[config.mk]
export PLATFORM = sky130hd
export DESIGN_NAME = mw_wb_stage_flat
export DESIGN_NICKNAME = d
export VERILOG_FILES = /design/src/rtl/mw_wb_stage_if.sv /design/src/rtl/mw_wb_stage.sv /design/src/flat_wrapper.sv
export SDC_FILE = /design/constraint.sdc
export NUM_CORES = 1
export LEC_CHECK = 0
export CORE_MARGIN = 2
export CORE_UTILIZATION = 68
export CTS_BUF_LIST = sky130_fd_sc_hd__clkbuf_8 sky130_fd_sc_hd__clkbuf_16
export DETAILED_ROUTE_END_ITERATION = 10
export DONT_BUFFER_PORTS = 1
export PLACE_DENSITY = 0.84
export RECOVER_POWER = 25
export SLEW_MARGIN = 20
export SYNTH_ARGS = -nofsm -noshare
export SYNTH_HDL_FRONTEND = slang
export SYNTH_SLANG_ARGS = --single-unit
[constraint.sdc]
create_clock -name clk -period 2.55 [get_ports clk]
set_input_delay 0.3825 -clock clk [delete_from_list [all_inputs] [get_ports clk]]
set_output_delay 0.3825 -clock clk [all_outputs]
set_load 0.05 [all_outputs]
[src/rtl/mw_wb_stage_if.sv]
// mw_wb_stage_if: M-to-W pipeline bus for the writeback stage.
// Signals:
//   m_valid, m_pc, m_reg_we, m_reg_addr, m_wb_sel, m_alu_result, m_mem_rdata,
//   m_load_type : M-stage instruction fields entering W.
//   stall, flush : hazard controls (hold W / load a bubble into W).
//   w_pc, w_we, w_addr, w_data, w_valid : W-stage outputs to the GRF.
//   retire_cnt   : running count of retired instructions.
// Modports: slave = the stage itself, master = whoever drives the M side.
interface mw_wb_stage_if;
    logic        m_valid;
    logic [31:0] m_pc;
    logic        m_reg_we;
    logic [4:0]  m_reg_addr;
    logic [1:0]  m_wb_sel;
    logic [31:0] m_alu_result;
    logic [31:0] m_mem_rdata;
    logic [2:0]  m_load_type;
    logic        stall;
    logic        flush;
    logic [31:0] w_pc;
    logic        w_we;
    logic [4:0]  w_addr;
    logic [31:0] w_data;
    logic        w_valid;
    logic [31:0] retire_cnt;

    modport slave (
        input  m_valid, m_pc, m_reg_we, m_reg_addr, m_wb_sel, m_alu_result,
               m_mem_rdata, m_load_type, stall, flush,
        output w_pc, w_we, w_addr, w_data, w_valid, retire_cnt
    );

    modport master (
        output m_valid, m_pc, m_reg_we, m_reg_addr, m_wb_sel, m_alu_result,
               m_mem_rdata, m_load_type, stall, flush,
        input  w_pc, w_we, w_addr, w_data, w_valid, retire_cnt
    );
endinterface

[src/rtl/mw_wb_stage.sv]
// mw_wb_stage: M/W pipeline register with writeback data select, load
// extraction and a retired-instruction counter.
// Ports:
//   clk   : sole clock, all state updates on posedge.
//   reset : synchronous active-low reset.
//   bus   : mw_wb_stage_if.slave (M-stage inputs, stall/flush, W outputs).
// Configuration:
//   MW_SUBWORD_LOAD_EN defined   -> lb/lbu/lh/lhu extraction from the data word.
//   MW_SUBWORD_LOAD_EN undefined -> memory source always returns the raw word.
// All outputs come from registers (plus logic on registers only), so there is
// no combinational path from stall/flush to any output.
module mw_wb_stage (
    input logic          clk,
    input logic          reset,
    mw_wb_stage_if.slave bus
);
    logic        valid_q, valid_d;
    logic [31:0] pc_q, pc_d;
    logic        we_q, we_d;
    logic [4:0]  addr_q, addr_d;
    logic [1:0]  sel_q, sel_d;
    logic [31:0] alu_q, alu_d;
    logic [31:0] rdata_q, rdata_d;
    logic [31:0] retire_q, retire_d;
    logic [31:0] mem_data;
`ifdef MW_SUBWORD_LOAD_EN
    logic [2:0]  lt_q, lt_d;
    logic [7:0]  byte_v;
    logic [15:0] half_v;
`endif

    // Flush wins over stall; a bubble zeroes every field.
    always_comb begin
        valid_d  = bus.flush ? 1'b0  : bus.stall ? valid_q : bus.m_valid;
        pc_d     = bus.flush ? 32'd0 : bus.stall ? pc_q    : bus.m_pc;
        we_d     = bus.flush ? 1'b0  : bus.stall ? we_q    : bus.m_reg_we;
        addr_d   = bus.flush ? 5'd0  : bus.stall ? addr_q  : bus.m_reg_addr;
        sel_d    = bus.flush ? 2'd0  : bus.stall ? sel_q   : bus.m_wb_sel;
        alu_d    = bus.flush ? 32'd0 : bus.stall ? alu_q   : bus.m_alu_result;
        rdata_d  = bus.flush ? 32'd0 : bus.stall ? rdata_q : bus.m_mem_rdata;
        // The instruction leaving W retires whenever W is not held.
        retire_d = (!bus.stall && valid_q) ? retire_q + 32'd1 : retire_q;
`ifdef MW_SUBWORD_LOAD_EN
        lt_d     = bus.flush ? 3'd0  : bus.stall ? lt_q    : bus.m_load_type;
`endif
    end

    always_ff @(posedge clk) begin
        if (!reset) begin
            valid_q  <= 1'b0;
            pc_q     <= 32'd0;
            we_q     <= 1'b0;
            addr_q   <= 5'd0;
            sel_q    <= 2'd0;
            alu_q    <= 32'd0;
            rdata_q  <= 32'd0;
            retire_q <= 32'd0;
`ifdef MW_SUBWORD_LOAD_EN
            lt_q     <= 3'd0;
`endif
        end else begin
            valid_q  <= valid_d;
            pc_q     <= pc_d;
            we_q     <= we_d;
            addr_q   <= addr_d;
            sel_q    <= sel_d;
            alu_q    <= alu_d;
            rdata_q  <= rdata_d;
            retire_q <= retire_d;
`ifdef MW_SUBWORD_LOAD_EN
            lt_q     <= lt_d;
`endif
        end
    end

`ifdef MW_SUBWORD_LOAD_EN
    // Halfword lane ignores alu[0]; unknown load types behave as lw.
    always_comb begin
        byte_v   = rdata_q[{alu_q[1:0], 3'b000} +: 8];
        half_v   = alu_q[1] ? rdata_q[31:16] : rdata_q[15:0];
        mem_data = lt_q == 3'd1 ? {{24{byte_v[7]}}, byte_v} :
                   lt_q == 3'd2 ? {24'd0, byte_v} :
                   lt_q == 3'd3 ? {{16{half_v[15]}}, half_v} :
                   lt_q == 3'd4 ? {16'd0, half_v} : rdata_q;
    end
`else
    assign mem_data = rdata_q;
`endif

    // wb_sel 11 is reserved and falls back to the ALU result.
    assign bus.w_data     = sel_q == 2'b01 ? mem_data :
                            sel_q == 2'b10 ? pc_q + 32'd8 : alu_q;
    assign bus.w_we       = valid_q & we_q & (addr_q != 5'd0);
    assign bus.w_addr     = addr_q;
    assign bus.w_pc       = pc_q;
    assign bus.w_valid    = valid_q;
    assign bus.retire_cnt = retire_q;
endmodule

[src/flat_wrapper.sv]
// flat-port wrapper written by rule: the top's interface ports become plain ports
module mw_wb_stage_flat 
  (clk, reset, bus_m_valid, bus_m_pc, bus_m_reg_we, bus_m_reg_addr, bus_m_wb_sel, bus_m_alu_result, bus_m_mem_rdata, bus_m_load_type, bus_stall, bus_flush, bus_w_pc, bus_w_we, bus_w_addr, bus_w_data, bus_w_valid, bus_retire_cnt);
  mw_wb_stage_if bus_i ();
  input logic clk;
  input logic reset;
  input wire logic [$bits(bus_i.m_valid)-1:0] bus_m_valid;
  input wire logic [$bits(bus_i.m_pc)-1:0] bus_m_pc;
  input wire logic [$bits(bus_i.m_reg_we)-1:0] bus_m_reg_we;
  input wire logic [$bits(bus_i.m_reg_addr)-1:0] bus_m_reg_addr;
  input wire logic [$bits(bus_i.m_wb_sel)-1:0] bus_m_wb_sel;
  input wire logic [$bits(bus_i.m_alu_result)-1:0] bus_m_alu_result;
  input wire logic [$bits(bus_i.m_mem_rdata)-1:0] bus_m_mem_rdata;
  input wire logic [$bits(bus_i.m_load_type)-1:0] bus_m_load_type;
  input wire logic [$bits(bus_i.stall)-1:0] bus_stall;
  input wire logic [$bits(bus_i.flush)-1:0] bus_flush;
  output wire logic [$bits(bus_i.w_pc)-1:0] bus_w_pc;
  output wire logic [$bits(bus_i.w_we)-1:0] bus_w_we;
  output wire logic [$bits(bus_i.w_addr)-1:0] bus_w_addr;
  output wire logic [$bits(bus_i.w_data)-1:0] bus_w_data;
  output wire logic [$bits(bus_i.w_valid)-1:0] bus_w_valid;
  output wire logic [$bits(bus_i.retire_cnt)-1:0] bus_retire_cnt;
  assign bus_i.m_valid = bus_m_valid;
  assign bus_i.m_pc = bus_m_pc;
  assign bus_i.m_reg_we = bus_m_reg_we;
  assign bus_i.m_reg_addr = bus_m_reg_addr;
  assign bus_i.m_wb_sel = bus_m_wb_sel;
  assign bus_i.m_alu_result = bus_m_alu_result;
  assign bus_i.m_mem_rdata = bus_m_mem_rdata;
  assign bus_i.m_load_type = bus_m_load_type;
  assign bus_i.stall = bus_stall;
  assign bus_i.flush = bus_flush;
  assign bus_w_pc = bus_i.w_pc;
  assign bus_w_we = bus_i.w_we;
  assign bus_w_addr = bus_i.w_addr;
  assign bus_w_data = bus_i.w_data;
  assign bus_w_valid = bus_i.w_valid;
  assign bus_retire_cnt = bus_i.retire_cnt;
  mw_wb_stage u_core (.clk(clk), .reset(reset), .bus(bus_i));
endmodule
==> impl_results.md <==
- Worst Skew: 0.00694 ns
- Antenna Nets Post-Route: 0
- Floorplan die width: 103 um
- Drt wl/cell: 23.3 um
- FP Rows: 36
- Number of global-route vias before repair: 5999
- Total wire length after detailed routing: 22700 um
- Remaining global-route overflow: 0
- PortBufs: 0
- Antenna diode instance count: 0
- # Max-Cap Violations: 0
- CP Max Fanout: 4
- Sum of negative setup slack: -2.36 ns
- Met2 Track Usage GR: 0.634
- Cell count after synthesis: 727
- Critical path start-end classification: register to primary output
- NumNets Final: 941
- Total die area: 10600 um2
- Worst endpoint required time: 2.17 ns
- RSZ-0062 raised after global routing: yes
- Measured slew at the worst slew-check pin: 0.781 ns
- Critical Path Sink Type: primary output
- Global-route track usage on met1: 0.389
- GR Util met3: 0.136
- Layer with the highest usage after global routing: met2
- Share of layout cells above drive strength 1: 0.263
- Path category of the worst min-delay check: primary input to register
- Placement-stage cell area: 7620 um2
- Library cell appearing most often on the critical path: sky130_fd_sc_hd__buf_6
- Seq cells post-synth: 137
- Post-route worst setup slack: -0.362 ns
- Worst setup timing slack at the placement stage: 0.0945 ns
- Result of the run: finished with violations
- Longest individual stage delay on the worst path: 0.37 ns
- Area Growth Syn to Fin: 30.6%
- Post-synth top flop: sky130_fd_sc_hd__dfxtp_1
- Max stage delay cell, worst path: sky130_fd_sc_hd__dfxtp_4
- Post-route core utilization: 0.902
- IR Drop Worst-Case VDD: 478 uV
- Die height: 103 um
- Power per standard cell area: 623 nW/um2
- DRT Pass-1 Iters: 6
- Clock Pin Slew Worst Setup and Hold Paths: 0.06 ns
- Number of buffers between clock root and the deepest sink: 2
- Count of endpoints failing setup in the final report: 19
- Synth unique cells: 49
- Level count of the clock H-tree: 4
- Yosys synthesis warning count: 0
- Timing-limited maximum frequency: 343 MHz
- Synth Area per Inst: 9.15 um2
- Cell chain of the critical path: nand4_4 > nor4_4 > buf_4 > buf_6 > buf_6 > nand3_4 > xor2_2 > o21ai_2 > buf_6
- Time the final worst path needs with I/O delays and setup: 2.91 ns
- Post-detail-place hpwl: 12700 um
- Sort of element at the start of the critical path: register
- Post-route DRC: 0
- Root buf cell: sky130_fd_sc_hd__clkbuf_8
- Total global-route track usage: 0.365
- Area of the core: 9640 um2
- Hold Violations, Final: 1
- Netlist area before placement: 6650 um2
- Number of nets in the synthesized netlist: 841
- Count of fill cells added during filler insertion: 427
- DR iter-0 viols: 506
- Final period util: 1.14
- Vias: 6314
- Final max-slew violation count: 0
- Static leakage: 0.00376 uW
- Synth async-reset ratio: 0
- Headroom to the max-slew limit: 0.475
- CTS sink cnt: 137
- Clock tree from TritonCTS: built
- Failing checks: hold timing, setup timing
- Number of synthesized flops with an enable pin: 0
- Hold slack: -0.000398 ns
- Detailed-route vias per instance: 6.49
- Global placement routability congestion: 0.897
- Later-pin clock latency in the skew report: 0.53 ns
- Number of buffers inserted during clock tree synthesis: 17
- Wire length of the first global-routing pass: 29800 um
- Data arrival, critical path: 2.53 ns
- Number of antenna violations at the first check in global routing: 0
- Post-route cell area: 8690 um2
- Starting density of the core: 0.690
- Sequential element share of the synthesized area: 0.412
- Number of top-level design ports: 215
- Maximum number of pins on one net before global-route repair: 109
==> cell usage in the layout (no fill, tap or decap), types with 12 or more instances in the layout <==
cell type,Yosys,layout
sky130_fd_sc_hd__dfxtp_1,137,116
sky130_fd_sc_hd__nand3_1,18,15
sky130_fd_sc_hd__xnor2_1,34,33
sky130_fd_sc_hd__clkbuf_16,0,16
sky130_fd_sc_hd__nand2_1,37,31
sky130_fd_sc_hd__buf_4,0,87
sky130_fd_sc_hd__and2_1,32,32
sky130_fd_sc_hd__mux2i_1,125,124
sky130_fd_sc_hd__o21ai_0,19,12
sky130_fd_sc_hd__nand4_1,19,19
sky130_fd_sc_hd__buf_6,1,20
sky130_fd_sc_hd__a21oi_1,22,17
sky130_fd_sc_hd__xor2_1,18,16
sky130_fd_sc_hd__nor2b_1,12,12
sky130_fd_sc_hd__nor2_1,120,120
sky130_fd_sc_hd__dfxtp_2,0,12
==> logic make-up (layout without fill, tap and decap cells) <==
family,after synthesis,after routing,share of synthesized area
XOR/XNOR,52,52,0.0684
multiplexers,134,134,0.203
flip-flops,137,137,0.412
AO/OA/AOI/OAI,77,77,0.0705
AND/OR/NAND/NOR,274,274,0.210
adder cells (fa/ha/maj),2,2,0.00376
buffers and inverters,51,164,0.0322
==> path summary, 6_finish.rpt <==
path	startpoint	end	slack (ns)	cells past startpoint
worst min register to register	u_core.mem_data[2]	u_core.mem_data[2]	0.50	2
worst max-delay path	u_core.bus.w_pc[9]	bus_w_data[17]	-0.36	9
worst min-delay path	bus_m_mem_rdata[11]	u_core.mem_data[11]	-0.0004	2
worst max register to register	u_core.bus.retire_cnt[7]	u_core.bus.retire_cnt[22]	0.40	6
==> power breakdown <==
part / leakage, uW / internal [uW] / switching (uW)
clock: 0.000301 / 1610 / 973
combinational: 0.00233 / 223 / 357
sequential: 0.00113 / 2190 / 65.2
==> synthesized netlist by cell type, types with 4 or more instances <==
library cell               instances  share of area
sky130_fd_sc_hd__dfxtp_1         137           0.41
sky130_fd_sc_hd__buf_2            12         0.0090
sky130_fd_sc_hd__nor2b_1          12          0.011
sky130_fd_sc_hd__o22ai_1          11          0.010
sky130_fd_sc_hd__and4_1            5         0.0066
sky130_fd_sc_hd__buf_1            10         0.0056
sky130_fd_sc_hd__mux2_2            9          0.015
sky130_fd_sc_hd__and2_1           32          0.030
sky130_fd_sc_hd__xor2_1           18          0.024
sky130_fd_sc_hd__nand2_1          37          0.021
sky130_fd_sc_hd__and3_1            9         0.0085
sky130_fd_sc_hd__nand4_1          19          0.018
sky130_fd_sc_hd__clkbuf_1         23          0.013
sky130_fd_sc_hd__nor2_1          120          0.068
sky130_fd_sc_hd__nor3_1            4         0.0030
sky130_fd_sc_hd__a21oi_1          22          0.017
sky130_fd_sc_hd__a31oi_1           6         0.0056
sky130_fd_sc_hd__xnor2_1          34          0.045
sky130_fd_sc_hd__a211oi_1          7         0.0079
sky130_fd_sc_hd__inv_1             5         0.0028
sky130_fd_sc_hd__nand3_1          18          0.014
sky130_fd_sc_hd__o21ai_0          19          0.014
sky130_fd_sc_hd__mux2i_1         125           0.19
==> state kept, by name, indices dropped and copies added (netlist names) <==
signal	count
u_core.bus.w_pc	32
u_core.mem_data	32
u_core.we_q	1
u_core.alu_q	32
u_core.sel_q	2
u_core.bus.retire_cnt	32
u_core.bus.w_valid	1
u_core.bus.w_addr	5
==> through the flow <==
step	hold WS [ns]	power [uW]	std cells
3_3_place_gp	0.471	2790	915
5_1_grt	0.00202	5520	973
4_1_cts	0.00182	5320	954
2_1_floorplan	0.457	2710	727
3_5_place_dp	0.484	2810	915
6_report	-0.000398	5410	973
==> area by class of cell <==
type,instances,area [um2],area share
inverter,5,18.8,0.00216
sequential,137,2790,0.321
multi-input combinational,539,3930,0.452
tap,133,166,0.0191
clock inverter,14,183,0.0210
timing repair buffer,127,1170,0.135
clock buffer,18,428,0.0492
==> worst max-delay path, delay by kind of cell (launching register included) <==
kind,cells,cell delay [ns]
buf+inv,4,0.58
simple gates,3,0.55
flops,1,0.37
compound gates,1,0.31
xor+xnor,1,0.19
==> what timing repair did <==
item                                   CTS  global route
gates resized for setup                 31            25
endpoints found under the hold margin   26            12
hold buffers                             1             9
pin swaps                               15            19
setup endpoints to repair               19            23
buffers inserted                         6            10
==> routing by layer <==
layer,vias to the layer above,routed length [um]
met4,0,1220
met3,119,2380
met5,-,0
met2,453,11100
met1,3018,7960
li1,2724,-
No activity file was read; power rests on OpenSTA's default activity.
